## config.mk

```make
export PLATFORM = sky130hd
export DESIGN_NAME = aes_sca_sequencer
export DESIGN_NICKNAME = d
export VERILOG_FILES = /design/src/rtl/aes_sca_sequencer.sv
export SDC_FILE = /design/constraint.sdc
export NUM_CORES = 1
export LEC_CHECK = 0
export BUFFER_PORTS_ARGS = -buffer_cell sky130_fd_sc_hd__buf_2
export CAP_MARGIN = 20
export CORE_AREA = 3 3 99 82
export CTS_CLUSTER_DIAMETER = 80
export DETAILED_ROUTE_END_ITERATION = 10
export DIE_AREA = 0 0 102 85
export PLACE_DENSITY = 0.76
export SLEW_MARGIN = 40
export SYNTH_ARGS = -nofsm -noshare
export SYNTH_HDL_FRONTEND = slang
export SYNTH_SLANG_ARGS = --single-unit
export TNS_END_PERCENT = 100
```

## constraint.sdc

```tcl
create_clock -name clk -period 2.5 [get_ports clk]
set_input_delay 0.25 -clock clk [delete_from_list [all_inputs] [get_ports clk]]
set_output_delay 0.25 -clock clk [all_outputs]
set_load 0.01 [all_outputs]
```

## src/rtl/aes_sca_sequencer.sv

```systemverilog
// Command-side sequencer for the AES core: expands one start request into init/next
// handshakes, counts results, frames each encryption with a scope trigger, and times out stalls.
module aes_sca_sequencer #(
    parameter int CNT_W   = 16,
    parameter int GAP_CYC = 4,
    parameter int TIMEOUT = 1024
) (
    input  logic             clk,
    input  logic             reset_n,
    input  logic             start,
    input  logic             rekey,
    input  logic [CNT_W-1:0] num_blocks,
    output logic             busy,
    output logic             done,
    output logic             error,
    output logic [CNT_W-1:0] blocks_done,
    output logic             trigger,
    output logic             aes_init,
    output logic             aes_next,
    input  logic             aes_ready,
    input  logic             aes_result_valid
);

    typedef enum logic [3:0] {
        S_IDLE, S_INIT, S_INIT_BUSY, S_INIT_WAIT,
        S_NEXT, S_NEXT_BUSY, S_NEXT_WAIT, S_GAP, S_DONE
    } state_t;

    // One counter serves as both the per-state watchdog and the gap timer.
    localparam int WD_W = $clog2(TIMEOUT + GAP_CYC + 2);
    localparam logic [WD_W-1:0] WD_LIM  = WD_W'(TIMEOUT - 1);
    localparam logic [WD_W-1:0] GAP_LIM = WD_W'((GAP_CYC > 0) ? GAP_CYC - 1 : 0);

    state_t           state, state_d;
    logic [WD_W-1:0]  wd_cnt;
    logic [CNT_W-1:0] num_q, num_d, blk_inc, blocks_d;
    logic             accept, wd_fire, waiting, go;
    logic             busy_d, done_d, error_d, trigger_d, init_d, next_d;

    always_ff @(posedge clk or negedge reset_n) begin
        if (!reset_n) begin
            state       <= S_IDLE;
            wd_cnt      <= '0;
            num_q       <= '0;
            busy        <= 1'b0;
            done        <= 1'b0;
            error       <= 1'b0;
            blocks_done <= '0;
            trigger     <= 1'b0;
            aes_init    <= 1'b0;
            aes_next    <= 1'b0;
        end else begin
            state       <= state_d;
            wd_cnt      <= (state_d != state) ? '0 :
                           (wd_cnt == '1) ? wd_cnt : wd_cnt + 1'b1;
            num_q       <= num_d;
            busy        <= busy_d;
            done        <= done_d;
            error       <= error_d;
            blocks_done <= blocks_d;
            trigger     <= trigger_d;
            aes_init    <= init_d;
            aes_next    <= next_d;
        end
    end

    always_comb begin
        state_d = state;
        num_d   = num_q;
        blk_inc = blocks_done + CNT_W'(1);
        go      = (state == S_IDLE) && start;
        accept  = (state == S_NEXT_WAIT) && aes_ready && aes_result_valid;
        waiting = state inside {S_INIT, S_INIT_BUSY, S_INIT_WAIT,
                                S_NEXT, S_NEXT_BUSY, S_NEXT_WAIT};
        unique case (state)
            S_IDLE: if (start) begin
                num_d = num_blocks;
                if (rekey)                state_d = S_INIT;
                else if (num_blocks != 0) state_d = S_NEXT;
                else                      state_d = S_DONE;
            end
            S_INIT:      if (aes_ready)  state_d = S_INIT_BUSY;
            S_INIT_BUSY: if (!aes_ready) state_d = S_INIT_WAIT;
            S_INIT_WAIT: if (aes_ready)  state_d = (num_q != 0) ? S_NEXT : S_DONE;
            S_NEXT:      if (aes_ready)  state_d = S_NEXT_BUSY;
            // Waiting for ready to drop first keeps a stale result_valid from counting.
            S_NEXT_BUSY: if (!aes_ready) state_d = S_NEXT_WAIT;
            S_NEXT_WAIT: if (accept)
                state_d = (blk_inc == num_q) ? S_DONE : ((GAP_CYC == 0) ? S_NEXT : S_GAP);
            S_GAP:       if (wd_cnt == GAP_LIM) state_d = S_NEXT;
            S_DONE:      state_d = S_IDLE;
            default:     state_d = S_IDLE;
        endcase
        wd_fire = waiting && (wd_cnt == WD_LIM) && (state_d == state);
        if (wd_fire) state_d = S_DONE;
    end

    always_comb begin
        busy_d    = (state_d != S_IDLE) || (state == S_DONE);
        done_d    = (state == S_DONE);
        init_d    = (state == S_INIT) && aes_ready;
        next_d    = (state == S_NEXT) && aes_ready;
        error_d   = go ? 1'b0 : (error | wd_fire);
        trigger_d = trigger;
        if (next_d)            trigger_d = 1'b1;
        if (accept || wd_fire) trigger_d = 1'b0;
        blocks_d  = blocks_done;
        if (go)                                  blocks_d = '0;
        else if (accept && blocks_done != num_q) blocks_d = blk_inc;
    end

endmodule
```

==> After elaboration in Yosys (flattened, before gate mapping) <==
Index checks and enable logic that the tools add are counted.
{ "classes": {"add_sub_neg": 2, "n_eq_ne": 16, "n_mux": 21, "bitwise_logic": 1, "n_reduce_logical": 18} }
{ "ops": {"columns": ["cell", "count"], "rows": [
  ["2-to-1 mux 4 bit", 13],
  ["2-to-1 mux 16 bit", 2],
  ["one-hot mux 4 bit (8 select lines)", 1],
  ["nonzero test 16 bit", 2],
  ["2-to-1 mux 11 bit", 2],
  ["adder 16 x 1 -> 16 bit, second input constant", 1],
  ["== test 16 bit", 1],
  ["== test 4 x 3 -> 1 bit, second input constant", 4],
  ["!= test 16 bit", 1],
  ["adder 11 x 1 -> 11 bit, second input constant", 1],
  ["== test 11 x 10 -> 1 bit, second input constant", 1],
  ["== test 11 bit, second input constant", 1],
  ["== test 11 x 2 -> 1 bit, second input constant", 1],
  ["== test 4 x 2 -> 1 bit, second input constant", 2],
  ["logical AND 1 bit", 8],
  ["nonzero test 6 bit", 1],
  ["== test 4 x 1 -> 1 bit, second input constant", 1],
  ["== test 4 bit", 1],
  ["== test 4 bit, second input constant", 1],
  ["zero test 4 bit", 1],
  ["!= test 4 bit", 1],
  ["nonzero test 2 bit", 2],
  ["nonzero test 4 bit", 1],
  ["2-to-1 mux 1 bit", 3],
  ["4 further kinds", 5]
]} }
{ "word_totals": {"ff_bits": 53, "in_bits": 22, "output_inout_bits": 22, "wordCells": 68} }

==> Logic depth before layout (Yosys ltp) <==
{ "logic_depth": {"depth_word": 10, "depth_mapped": 8, "ltp_nobuf": 7} }

==> Worst setup path after synthesis <==
No wires, ideal clock.
{ "synth_path": {"path_type": "reg2reg", "start": "register blocks_done[12]", "end": "register blocks_done[8]", "setup_time_ns": 0.118, "arrival_ns": 2.355, "t_required_ns": 2.382, "path_slack_ns": 0.027, "stages_incl_launch_ff": 8, "path_buffers": 1, "synth_period_minus_slack_ns": 2.473, "path_cell_list": "dfrtp_1 -> buf_4 -> xor2_1 -> or4_1 -> or4_1 -> nand2_2 -> mux2_1 -> a21o_1"} }
{ "synth_via": {"elab_chain_cells": 3} }
{ "synth_lines": {"columns": ["element", "line_no", "text"], "rows": [
  ["start, declared", "16", "output logic [CNT_W-1:0] blocks_done,"],
  ["start signal, assigned", "60", "blocks_done <= blocks_d;"],
  ["!= test 16 bit", "109", "else if (accept && blocks_done != num_q) blocks_d = blk_inc;"],
  ["logical AND 1 bit", "109", null],
  ["nonzero test 2 bit (no source line)", null, null]
]} }
No other way between the ends.
A chain may end at the register's enable or synchronous reset.

==> Worst setup path in the final report <==
{ "layout_path": {"start": "register blocks_done[2]", "end": "register state[0]"} }
{ "layout_via": {"elab_chain_cells": 8} }
{ "layout_lines": {"columns": ["element", "line_no", "text"], "rows": [
  ["adder 16 x 1 -> 16 bit *", "70", "blk_inc = blocks_done + CNT_W'(1);"],
  ["== test 16 bit *", "89", "state_d = (blk_inc == num_q) ? S_DONE : ((GAP_CYC == 0) ? S_NEXT : S_GAP);"],
  ["2-to-1 mux 4 bit *", "89", null],
  ["2-to-1 mux 4 bit *", "88", "S_NEXT_WAIT: if (accept)"],
  ["one-hot mux 4 bit (8 select lines) *", "75", "unique case (state)"],
  ["== test 4 bit", "94", "wd_fire = waiting && (wd_cnt == WD_LIM) && (state_d == state);"],
  ["logical AND 1 bit", "94", null],
  ["2-to-1 mux 4 bit *", "95", "if (wd_fire) state_d = S_DONE;"],
  ["net state_d[0]", "34", "state_t state, state_d;"],
  ["end signal, assigned", "53", "state <= state_d;"],
  ["end, declared", "34", null]
]} }
Mark *: on every way through the listed nets, which the timed path passes. The rest lies on a longest branch.

==> flow_metrics.env <==
export IMPL_path_clk_slew_ns=0.10
export IMPL_r2r_end="state[0]"
export IMPL_fin_skew_ns=0.008869
export IMPL_h_tree_depth=2
export IMPL_die_area_mm2=0.008670
export IMPL_track_usage_pct=20.26
export IMPL_outcome="complete, but fails checks"
export IMPL_drtPass1Iterations=5
export IMPL_num_io_pins=44
export IMPL_area_growth_pct=18.86
export IMPL_crit_required_ns=2.71
export IMPL_reg2reg_slack_ns=-0.002
export IMPL_criticalPathCategory="reg2reg"
export IMPL_synth_area_mm2=0.003238
export IMPL_startpoint_type="register"
export IMPL_cp_buffers_inverters=1
export IMPL_finalSetupViolations=1
export IMPL_period_share_pct=100.1
export IMPL_synth_edf_count=0
export IMPL_syn_inst=374
export IMPL_end_kind="register"
export IMPL_cp_data_arrival_time_ns=2.72
export IMPL_cts_sinks=53
export IMPL_postLayoutSetupSlackWorst_ns=-0.001648
export IMPL_slew_headroom_pct=55.17
export IMPL_worstPathMaxFanout=7
export IMPL_synth_area_per_cell_um2=8.658
export IMPL_io_buffer_count=43
export IMPL_seq_area_frac_synth_pct=40.96
export IMPL_clkLatencyLatePin_ns=0.32
export IMPL_drv_cap=0
export IMPL_power_density_mw_per_mm2=872.3
export IMPL_hp_class="in2async"
export IMPL_hold_violations=0
export IMPL_synthDistinctLibCells=54
export IMPL_start_util_pct=44.44
export IMPL_cts_root_buf="clkbuf_8"
export IMPL_grt_overflow=0
export IMPL_cts_tree="yes"
export IMPL_placementRows=28
export IMPL_power_total_mw=3.357
export IMPL_routed_via_density=5.658
export IMPL_worst_path_max_delay_cell="dfrtp_1"
export IMPL_holdWs_ns=0.03104
export IMPL_dieHeight_um=85
export IMPL_drt_iter0_markers=187
export IMPL_violations="negative setup slack"
export IMPL_wl_um=8573
export IMPL_p_leak_nw=1.770
export IMPL_grt_pass1_wl_um=14130
export IMPL_synth_ff_type="dfrtp_1"
export IMPL_antenna_cells=0
export IMPL_hold_buffers=0
export IMPL_place_hpwl_um=6406
export IMPL_tns_ns=-0.001648
export IMPL_synth_seq_cells=53
export IMPL_synth_area_leader_cell="dfrtp_1"
export IMPL_synth_top_area_share_pct=40.96
export IMPL_postLayoutCoreUtil_pct=52.82
export IMPL_finalMaxSlewViolations=0
export IMPL_path_delay_family="simple AND/OR/NAND/NOR gates"
export IMPL_slowest_delay_ns=0.51
export IMPL_drive_gt1_share_pct=23.18
export IMPL_wl_per_cell_um=16.18
export IMPL_crit_path_cell_trace="nand3_2, nor4_1, buf_4, o21ai_0, or4_1, or4_1, a22o_1"
export IMPL_synth_area_leaders="dfrtp_1 (41%), nand2_1 (8.0%), xor2_1 (5.4%)"
export IMPL_synth_most_common_cell="nand2_1"
export IMPL_gp_congestion=0.9280
export IMPL_peakVddDrop_mv=0.3155
export IMPL_drcViolationCount=0
export IMPL_cpMostUsedCell="or4_1"
export IMPL_worstMarginPinSlew_ns=0.6725
export IMPL_grt_pass1_vias=2861
export IMPL_pre_cts_slack_ns=0.03657
export IMPL_numCtsBuffers=5
export IMPL_core_area_mm2=0.007287
export IMPL_fin_nets=463
export IMPL_period_minus_slack_ns=2.502
export IMPL_ant_nets=0
export IMPL_vias=2999
export IMPL_synth_common_cells="nand2_1 (69), dfrtp_1 (53), nor2_1 (36)"
export IMPL_fp_dieW_um=102
export IMPL_r2r_start="blocks_done[2]"
export IMPL_syn_nets=398
export IMPL_antenna_found_initial=0
export IMPL_fmax_ghz=0.3997
export IMPL_r2r_cells=7
export IMPL_clock_path_buffers=2
export IMPL_synth_async_reset_ratio_pct=100.0
export IMPL_yosysWarnings=0
export IMPL_grt_max_degree=54
==> report_power, final <==
| group | leakage (nW) | total [mW] | internal (mW) | switching (mW) |
|---|---|---|---|---|
| sequential | 0.690 | 1.38 | 1.08 | 0.299 |
| combinational | 1.04 | 1.47 | 0.669 | 0.806 |
| clock | 0.0445 | 0.505 | 0.199 | 0.305 |
| total | 1.77 | 3.36 | 1.95 | 1.41 |
==> state kept, by name, indices dropped and copies added, names as in the netlist <==
signal / cells
busy: 1
done: 1
blocks_done: 16
aes_init: 1
error: 1
aes_next: 1
state: 4
trigger: 1
wd_cnt: 11
num_q: 16
==> worst max path at each step <==
stage | from | to | slack [ns] | cells past startpoint
2_1_floorplan | blocks_done[12] | blocks_done[8] | 0.03 | 7
3_3_place_gp | blocks_done[10] | state[0] | 0.09 | 6
3_5_place_dp | blocks_done[10] | state[0] | 0.04 | 6
4_1_cts | blocks_done[10] | state[0] | 0.01 | 6
5_1_grt | blocks_done[2] | state[0] | -0.07 | 7
6_report | blocks_done[2] | state[0] | -0.002 | 7
==> cell type report <==
class | count | area (um2)
multi-input combinational | 297 | 1827
clock buffer | 5 | 68.82
tap | 90 | 112.6
sequential | 53 | 1330
clock inverter | 3 | 21.27
timing repair buffer | 77 | 470.5
fill | 684 | 3438
inverter | 5 | 18.77
==> stage by stage <==
stage | area [um2] | std cells
floorplan | 3238 | 374
global placement | 3682 | 518
detailed placement | 3682 | 518
CTS | 3772 | 526
global route | 3849 | 530
finish | 3849 | 530
==> worst reg2reg max path, cell delays in order (launching register included) <==
cell and delay [ns]:
dfrtp_1 0.51, nand3_2 0.16, nor4_1 0.36, buf_4 0.19, o21ai_0 0.06, or4_1 0.46, or4_1 0.45, a22o_1 0.20
==> timing repair <==
action	in CTS	in global routing
gates resized for setup	0	10
endpoints found under the setup margin	0	16
buffers inserted	0	4
==> layer usage <==
layer	up-vias	share of wire [%]	track usage, %
li1	1458	-	-
met1	1422	48	30.91
met2	106	44	29.03
met3	13	6.7	4.108
met4	0	1.5	5.721
met5	-	0	0
==> placed cells by master (no fill, tap or decap), drive strengths merged, types with 2 or more instances in the layout <==
master | synthesis | routed
ha | 2 | 2
and3 | 5 | 5
and2 | 3 | 3
a41oi | 2 | 2
nor4 | 13 | 13
nand2b | 4 | 4
nand3 | 22 | 22
clkbuf | 9 | 5
nand4 | 11 | 11
nor2b | 5 | 5
or3 | 3 | 3
a21oi | 8 | 8
o31a | 2 | 2
buf | 10 | 77
dfrtp | 53 | 53
a211oi | 2 | 2
nand4b | 4 | 4
xor2 | 20 | 20
o21ai | 10 | 10
nor2 | 36 | 36
o221ai | 2 | 2
o22ai | 4 | 4
nand2 | 71 | 71
xnor2 | 16 | 16
nor3 | 15 | 15
o31ai | 3 | 3
inv | 5 | 6
nand3b | 4 | 4
mux2i | 6 | 6
mux2 | 2 | 2
or4 | 6 | 6
==> cells by family (layout without fill, tap and decap cells) <==
kind of cell               Yosys count  in the layout  synth area share (%)
buffers and inverters               24             90                 3.941
xor gates and xnor gates            37             37                 10.47
adders and majority gates            2              2                0.7727
AOI/OAI and AO/OA                   43             43                 9.429
and+or+nand+nor                    207            207                 31.88
DFF                                 53             53                 40.96
muxes                                8              8                 2.550
No activity file was read; power rests on OpenSTA's default activity.
